--- config.mk ---
export PLATFORM = sky130hd
export DESIGN_NAME = alu_muldiv_seq
export DESIGN_NICKNAME = d
export VERILOG_FILES = /design/src/rtl/alu_pkg.sv /design/src/rtl/alu_muldiv_seq.sv
export SDC_FILE = /design/constraint.sdc
export NUM_CORES = 1
export LEC_CHECK = 0
export CORE_MARGIN = 2
export CORE_UTILIZATION = 40
export CTS_CLUSTER_SIZE = 12
export DETAILED_ROUTE_END_ITERATION = 7
export MAX_ROUTING_LAYER = met4
export PLACE_DENSITY_LB_ADDON = 0.15
export SETUP_SLACK_MARGIN = 0.1
export SLEW_MARGIN = 20
export SYNTH_ARGS = -nofsm -noshare
export SYNTH_HDL_FRONTEND = slang
export SYNTH_SLANG_ARGS = --single-unit
--- constraint.sdc ---
create_clock -name clk -period 2.3 [get_ports clk]
set_input_delay 0.575 -clock clk [delete_from_list [all_inputs] [get_ports clk]]
set_output_delay 0.575 -clock clk [all_outputs]
set_load 0.005 [all_outputs]
--- src/rtl/alu_pkg.sv ---
// Shared ALU definitions: op codes, flag bit positions, mul/div op codes
// and the sequencer state encoding.
package alu_pkg;

   localparam logic [3:0] ALU_ADD = 4'b0000;
   localparam logic [3:0] ALU_SUB = 4'b0001;
   localparam logic [3:0] ALU_AND = 4'b0010;
   localparam logic [3:0] ALU_OR  = 4'b0011;
   localparam logic [3:0] ALU_XOR = 4'b0100;

   localparam int FLAG_N = 3;
   localparam int FLAG_Z = 2;
   localparam int FLAG_C = 1;
   localparam int FLAG_V = 0;

   typedef enum logic [1:0] {
      MULDIV_MUL   = 2'b00,
      MULDIV_MULHU = 2'b01,
      MULDIV_DIVU  = 2'b10,
      MULDIV_REMU  = 2'b11
   } muldiv_op_e;

   typedef enum logic [1:0] {
      ST_IDLE = 2'b00,
      ST_RUN  = 2'b01,
      ST_DONE = 2'b10
   } muldiv_state_e;

   function automatic logic is_div(input muldiv_op_e op);
      return op[1];
   endfunction

endpackage

--- src/rtl/alu_muldiv_seq.sv ---
// Multi-cycle MUL/MULHU/DIVU/REMU sequencer that borrows the shared ALU,
// issuing one ADD (shift-add) or SUB (restoring divide) per RUN cycle.
//
//   state   | meaning
//   --------+---------------------------------------------------------
//   ST_IDLE | ready for a request, ALU released
//   ST_RUN  | owns the ALU for WIDTH iterations
//   ST_DONE | result presented until rspReady handshake
module alu_muldiv_seq
   import alu_pkg::*;
#(
   parameter int WIDTH = 32,
   parameter int CNT_W = $clog2(WIDTH)
) (
   input  logic             clk,
   input  logic             rst_n,
   input  logic             flush,
   input  logic             reqValid,
   output logic             reqReady,
   input  logic [1:0]       reqOp,
   input  logic [WIDTH-1:0] reqA,
   input  logic [WIDTH-1:0] reqB,
   output logic             rspValid,
   input  logic             rspReady,
   output logic [WIDTH-1:0] rspResult,
   output logic             aluReq,
   output logic [WIDTH-1:0] aluSrcA,
   output logic [WIDTH-1:0] aluSrcB,
   output logic [3:0]       aluControl,
   input  logic [WIDTH-1:0] aluResult,
   input  logic [3:0]       aluFlags
);

   localparam logic [CNT_W-1:0] CNT_LAST = CNT_W'(WIDTH - 1);

   muldiv_state_e    state_q, state_d;
   muldiv_op_e       op_q, op_d;
   logic [CNT_W-1:0] cnt_q, cnt_d;
   // hi: accumulator / partial remainder, lo: multiplier / quotient,
   // opb: multiplicand / divisor
   logic [WIDTH-1:0] hi_q, hi_d;
   logic [WIDTH-1:0] lo_q, lo_d;
   logic [WIDTH-1:0] opb_q, opb_d;

   logic             accept;
   logic             carry;
   logic [WIDTH-1:0] shifted;
   logic             unused_flags;

   assign carry        = aluFlags[FLAG_C];
   assign unused_flags = ^{aluFlags[FLAG_N], aluFlags[FLAG_Z], aluFlags[FLAG_V]};
   assign shifted      = {hi_q[WIDTH-2:0], lo_q[WIDTH-1]};
   assign accept       = (state_q == ST_IDLE) && reqValid && !flush;

   always_ff @(posedge clk or negedge rst_n) begin
      if (!rst_n) begin
         state_q <= ST_IDLE;
      end else begin
         state_q <= state_d;
      end
   end

   always_comb begin
      state_d = state_q;
      if (flush) begin
         state_d = ST_IDLE;
      end else begin
         unique case (state_q)
            ST_IDLE: if (reqValid)            state_d = ST_RUN;
            ST_RUN:  if (cnt_q == CNT_LAST)   state_d = ST_DONE;
            ST_DONE: if (rspReady)            state_d = ST_IDLE;
            default:                          state_d = ST_IDLE;
         endcase
      end
   end

   always_comb begin
      reqReady   = (state_q == ST_IDLE);
      aluReq     = 1'b0;
      aluSrcA    = '0;
      aluSrcB    = '0;
      aluControl = ALU_ADD;
      rspValid   = 1'b0;
      rspResult  = '0;
      if (state_q == ST_RUN) begin
         aluReq = 1'b1;
         if (is_div(op_q)) begin
            aluSrcA    = shifted;
            aluSrcB    = opb_q;
            aluControl = ALU_SUB;
         end else begin
            aluSrcA = hi_q;
            aluSrcB = lo_q[0] ? opb_q : '0;
         end
      end else if (state_q == ST_DONE) begin
         rspValid  = 1'b1;
         rspResult = (op_q == MULDIV_MUL || op_q == MULDIV_DIVU) ? lo_q : hi_q;
      end
   end

   always_comb begin
      op_d  = op_q;
      cnt_d = cnt_q;
      hi_d  = hi_q;
      lo_d  = lo_q;
      opb_d = opb_q;
      if (accept) begin
         op_d  = muldiv_op_e'(reqOp);
         cnt_d = '0;
         hi_d  = '0;
         lo_d  = reqOp[1] ? reqA : reqB;
         opb_d = reqOp[1] ? reqB : reqA;
      end else if (state_q == ST_RUN) begin
         cnt_d = cnt_q + CNT_W'(1);
         if (is_div(op_q)) begin
            hi_d = carry ? aluResult : shifted;
            lo_d = {lo_q[WIDTH-2:0], carry};
         end else begin
            hi_d = {carry, aluResult[WIDTH-1:1]};
            lo_d = {aluResult[0], lo_q[WIDTH-1:1]};
         end
      end
   end

   always_ff @(posedge clk or negedge rst_n) begin
      if (!rst_n) begin
         op_q  <= MULDIV_MUL;
         cnt_q <= '0;
         hi_q  <= '0;
         lo_q  <= '0;
         opb_q <= '0;
      end else begin
         op_q  <= op_d;
         cnt_q <= cnt_d;
         hi_q  <= hi_d;
         lo_q  <= lo_d;
         opb_q <= opb_d;
      end
   end

endmodule

# Yosys cells after proc, flatten, opt, wreduce, memory -nomap -nowiden
# Index checks and enable logic that the tools add are counted.
[op_classes]
n_lt_le_gt_ge = 0
n_addsub = 1
mul = 0
n_shift = 0
n_div = 0
n_reduce_logical = 8
bitwise_logic = 0
muxes = 29
eq_ne = 7
[ops]
columns = ["op", "n"]
rows = [
  ["2-to-1 mux 32 bit", 17],
  ["2-to-1 mux 5 bit", 2],
  ["!= test 3 bit, second input constant", 3],
  ["2-to-1 mux 2 bit", 4],
  ["one-hot mux 2 bit (3 select lines)", 1],
  ["adder 5 x 1 -> 5 bit, second input constant", 1],
  ["== test 5 bit, second input constant", 1],
  ["2-to-1 mux 1 bit", 5],
  ["== test 2 bit, second input constant", 2],
  ["logical NOT 2 bit", 2],
  ["AND reduction 3 bit", 1],
  ["== test 2 x 1 -> 1 bit, second input constant", 1],
  ["logical AND 1 bit", 2],
  ["nonzero test 2 bit", 1],
  ["logical NOT 1 bit", 1],
  ["logical OR 1 bit", 1],
]
[word_totals]
input_bits = 107
output_inout_bits = 103
wordCells = 51
rom_bits = 0
ram_bits = 0
regBits = 105
mem_count = 0
latchBits = 0

# Longest topological paths before layout
[depth]
depth_word = 5
ltp_mapped = 6
ltp_nobuf = 6

# Least setup slack after synthesis
# No wires, ideal clock.
[synth_timing]
path_type = "register to output"
start = "register op_q[1]"
end = "output aluSrcA[23]"
path_buffers = 3
path_slack_ps = 454
arrival_ps = 1271
required_ps = 1725
stages_incl_launch_ff = 6
cell_sequence = "dfrtp_1 clkbuf_1 clkbuf_1 buf_2 mux2i_1 nor2_1"
[synth_between]
elab_chain_len = 2
[synth_lines]
columns = ["item", "line", "source"]
rows = [
  ["start, declared", "alu_muldiv_seq.sv:37", "muldiv_op_e op_q, op_d;"],
  ["start signal, assigned", "alu_muldiv_seq.sv:133", "op_q <= op_d;"],
  ["2-to-1 mux 32 bit", "alu_muldiv_seq.sv:87", "if (is_div(op_q)) begin"],
  ["2-to-1 mux 32 bit", "alu_muldiv_seq.sv:85", "if (state_q == ST_RUN) begin"],
  ["end, declared", "alu_muldiv_seq.sv:27", "output logic [WIDTH-1:0] aluSrcA,"],
]
# No other way between the ends.

# Final worst setup path
[layout_timing]
start = "register op_q[1]"
end = "output aluSrcB[8]"
[layout_between]
elab_chain_len = 2
[layout_lines]
columns = ["item", "line", "source"]
rows = [
  ["2-to-1 mux 32 bit", "alu_muldiv_seq.sv:87", ""],
  ["2-to-1 mux 32 bit", "alu_muldiv_seq.sv:85", ""],
  ["end, declared", "alu_muldiv_seq.sv:28", "output logic [WIDTH-1:0] aluSrcB,"],
]
# No other way between the ends.

==> results.md <==
* Outcome: completed
* Final period util at between 90% and 100%
* Ys flop type: dfrtp_1
* Die ar. at roughly 19,000 µm²
* Routed vias at approximately 6,400
* Leakage at between 0.004 and 0.005 µW
* Routability cong. at about 0.82
* CTS tree: done
* CP arrival at 1.64 ns
* Data required time of the critical path at approximately 1.7 ns
* Synthesis-to-finish area growth at 42.0%
* Largest net degree at the start of global routing at between 80 and 90
* DRT Pass-1 Iters at 4
* Nets at 1,046
* Post-synth top area share at around 37%
* Mean area per synthesized cell at around 10 µm²
* Global-route wire length before repair at 33.4 mm
* Kind of critical path: reg2out
* Pwr per Cell Area at 677 nW/µm²
* Final ANT Viol Nets at 0
* Count leader, synth: mux2i_1
* Crit Path Max Fanout at 8
* Vias in the first global route at between 6,000 and 7,000
* PortBufs at about 200
* Initial core utilization at between 40% and 50%
* Detailed Place HPWL at around 14 mm
* Fin cells at between 1,000 and 1,500
* Fin crit period at about 2.2 ns
* Num Clock Sinks at ~110
* Power Total at between 6000 and 7000 µW
* CP Capture Type: output pin
* Hold_buf cts at 0
* Nature of the critical path startpoint: register
* Iter 0 DRT Violations at about 320
* Clock Path Buffers at 2
* H-tree depth at 3
* Vias per cell at 5.47
* Setup TNS at 0 ns
* CTS Buf Count at 9
* Core footprint at approximately 17,000 µm²
* Global Route Usage Sum at 23.4%
* Row count at 48
* Rel. slew slack at between 50% and 60%
* Final Slew Violations at 0
* Reg clk slew, reported paths at around 0.070 ns
* Antenna violations before repair at 0
* Synth Warn # at 0
* # diodes at 0
* Worst vdd ir at around 0.00042 V
* Worst setup margin at ~0.080 ns
* Final Setup Violations at 0
* Biggest area consumer among synthesized cells: dfrtp_1
* Hold WS at just over 0.06 ns
* Final wirelength at ~22 mm
* Flops & latches, synth at around 110
* Final Hold Viols at 0
* Max-Cap Viols at 0
* RSZ-0062 raised after global routing: yes
* Fmax at around 0.45 GHz
* Number of synthesized flops with an enable pin at 0
* Ys async rst share at 100%
* Die width at 137 µm
* Placed Cells at 1,117
* Sequential share of the synthesized area at 36.9%
* IO Pins at 210
* Worst clock skew at roughly 0.0035 ns
* Worst min-delay path class: in2async
* CTS root buf: clkbuf_16
* Clock Latency Late Sink at around 0.35 ns
* Pre-CTS setup slack at between 0.005 and 0.006 ns
* Post-route DRC at 0
* Post-Synthesis Cells at approximately 730
* Area contributors post-synth: dfrtp_1 37%, mux2i_1 27%, nor2_1 5.3%
* Post-Syn Area at just over 7000 µm²
* Count of different cell masters after synthesis at 32
* WL/cell at 18.7 µm
* Ratio of cells with drive above 1 in the final layout at 25.3%
* Worst slew pin tran at 0.621 ns
* Die Y at ~140 µm
* Top cells by count, synth: 192 x mux2i_1, 105 x dfrtp_1, 101 x nor2_1, 44 x nand2_1, 35 x nand3_1
* Grt ovf at 0
==> worst max-delay path: stages, from the launching register on <==
cell and delay (ns):
dfrtp_4 0.51, nor2_4 0.11, nor2_4 0.05, buf_6 0.13
buf_16 0.14, buf_6 0.11, and2_4 0.12, buf_6 0.10
==> worst paths after layout <==
check	startpoint	to	slack [ns]	cells past startpoint
max reg2reg	state_q[0]	hi_q[14]	0.46	4
max in group asynchronous	rst_n	lo_q[0]	1.69	2
min	rst_n	opb_q[12]	0.06	1
min reg2reg	opb_q[21]	opb_q[21]	0.48	2
min in group clk	opb_q[21]	opb_q[21]	0.48	2
max	op_q[1]	aluSrcB[8]	0.08	7
==> timing repair <==
| item | 4_1_cts | 5_1_grt |
|---|---|---|
| resized for setup | 344 | 59 |
| buffers inserted | 21 | 3 |
| pin swaps | 9 | 14 |
| gates cloned | 8 | 4 |
| setup endpoints to repair | 99 | 68 |
==> per-layer routing <==
layer  global-route usage [%]  vias to the layer above  wire (µm)
met5                        -                        -          0
met4                     6.19                        0        333
met3                     3.42                       20        852
met2                     40.4                      161      11100
met1                     28.8                     3128       9520
li1                         -                     3075          -
==> cells in the final DEF (no fill, tap or decap), types with 2 or more instances in the layout <==
master	n
clkinv_4	2
nand2b_4	2
mux2i_2	7
clkbuf_2	25
dfrtp_2	2
a31o_2	6
clkdlybuf4s15_1	2
dlygate4sd2_1	17
buf_16	4
nand3_1	35
conb_1	3
nor2_2	18
nor2_1	79
bufbuf_16	3
nor2_4	4
clkdlybuf4s50_1	100
nand2_1	44
clkinvlp_4	3
and2_1	21
o21ai_1	5
dfrtp_1	102
and2_4	12
a211oi_1	31
inv_1	2
mux2i_1	185
buf_6	15
a31o_1	26
clkbuf_16	13
buf_8	6
o21ai_0	28
buf_2	49
o221ai_1	12
ha_1	2
o221ai_2	20
buf_4	24
buf_12	18
==> cell type report <==
cell class                      count  area (µm²)
Multi-Input combinational cell    550        4210
Tap cell                          225         282
Clock buffer                       10         239
Clock inverter                      6        67.6
Timing Repair Buffer              268        2660
Inverter                            3        15.0
Fill cell                        1540        7250
Sequential cell                   105        2630
==> through the flow <==
| stage | utilization, % | cell area [µm²] |
|---|---|---|
| floorplan | - | 7120 |
| global placement | 54.3 | 9430 |
| detailed placement | 54.3 | 9430 |
| CTS | 57.9 | 10000 |
| global route | 58.2 | 10100 |
| finish | 58.2 | 10100 |
==> cells by family after synthesis <==
family          synth area share [%]
mux                             27.0
compound gates                  15.7
xor+xnor                       0.123
simple gates                    13.8
fa+ha+maj                      0.352
other cells                   0.0527
flops                           36.9
buf+inv                         6.10
==> registers in the layout (all words and copies together), names as in the netlist <==
name     count
hi_q        32
lo_q        32
opb_q       32
cnt_q        5
op_q         2
state_q      2
==> power by group <==
| group | switching (µW) | internal [µW] |
|---|---|---|
| Combinational | 1120 | 1390 |
| Sequential | 487 | 2250 |
| Clock | 723 | 876 |
| Total | 2330 | 4520 |
No activity file was read; power rests on OpenSTA's default activity.
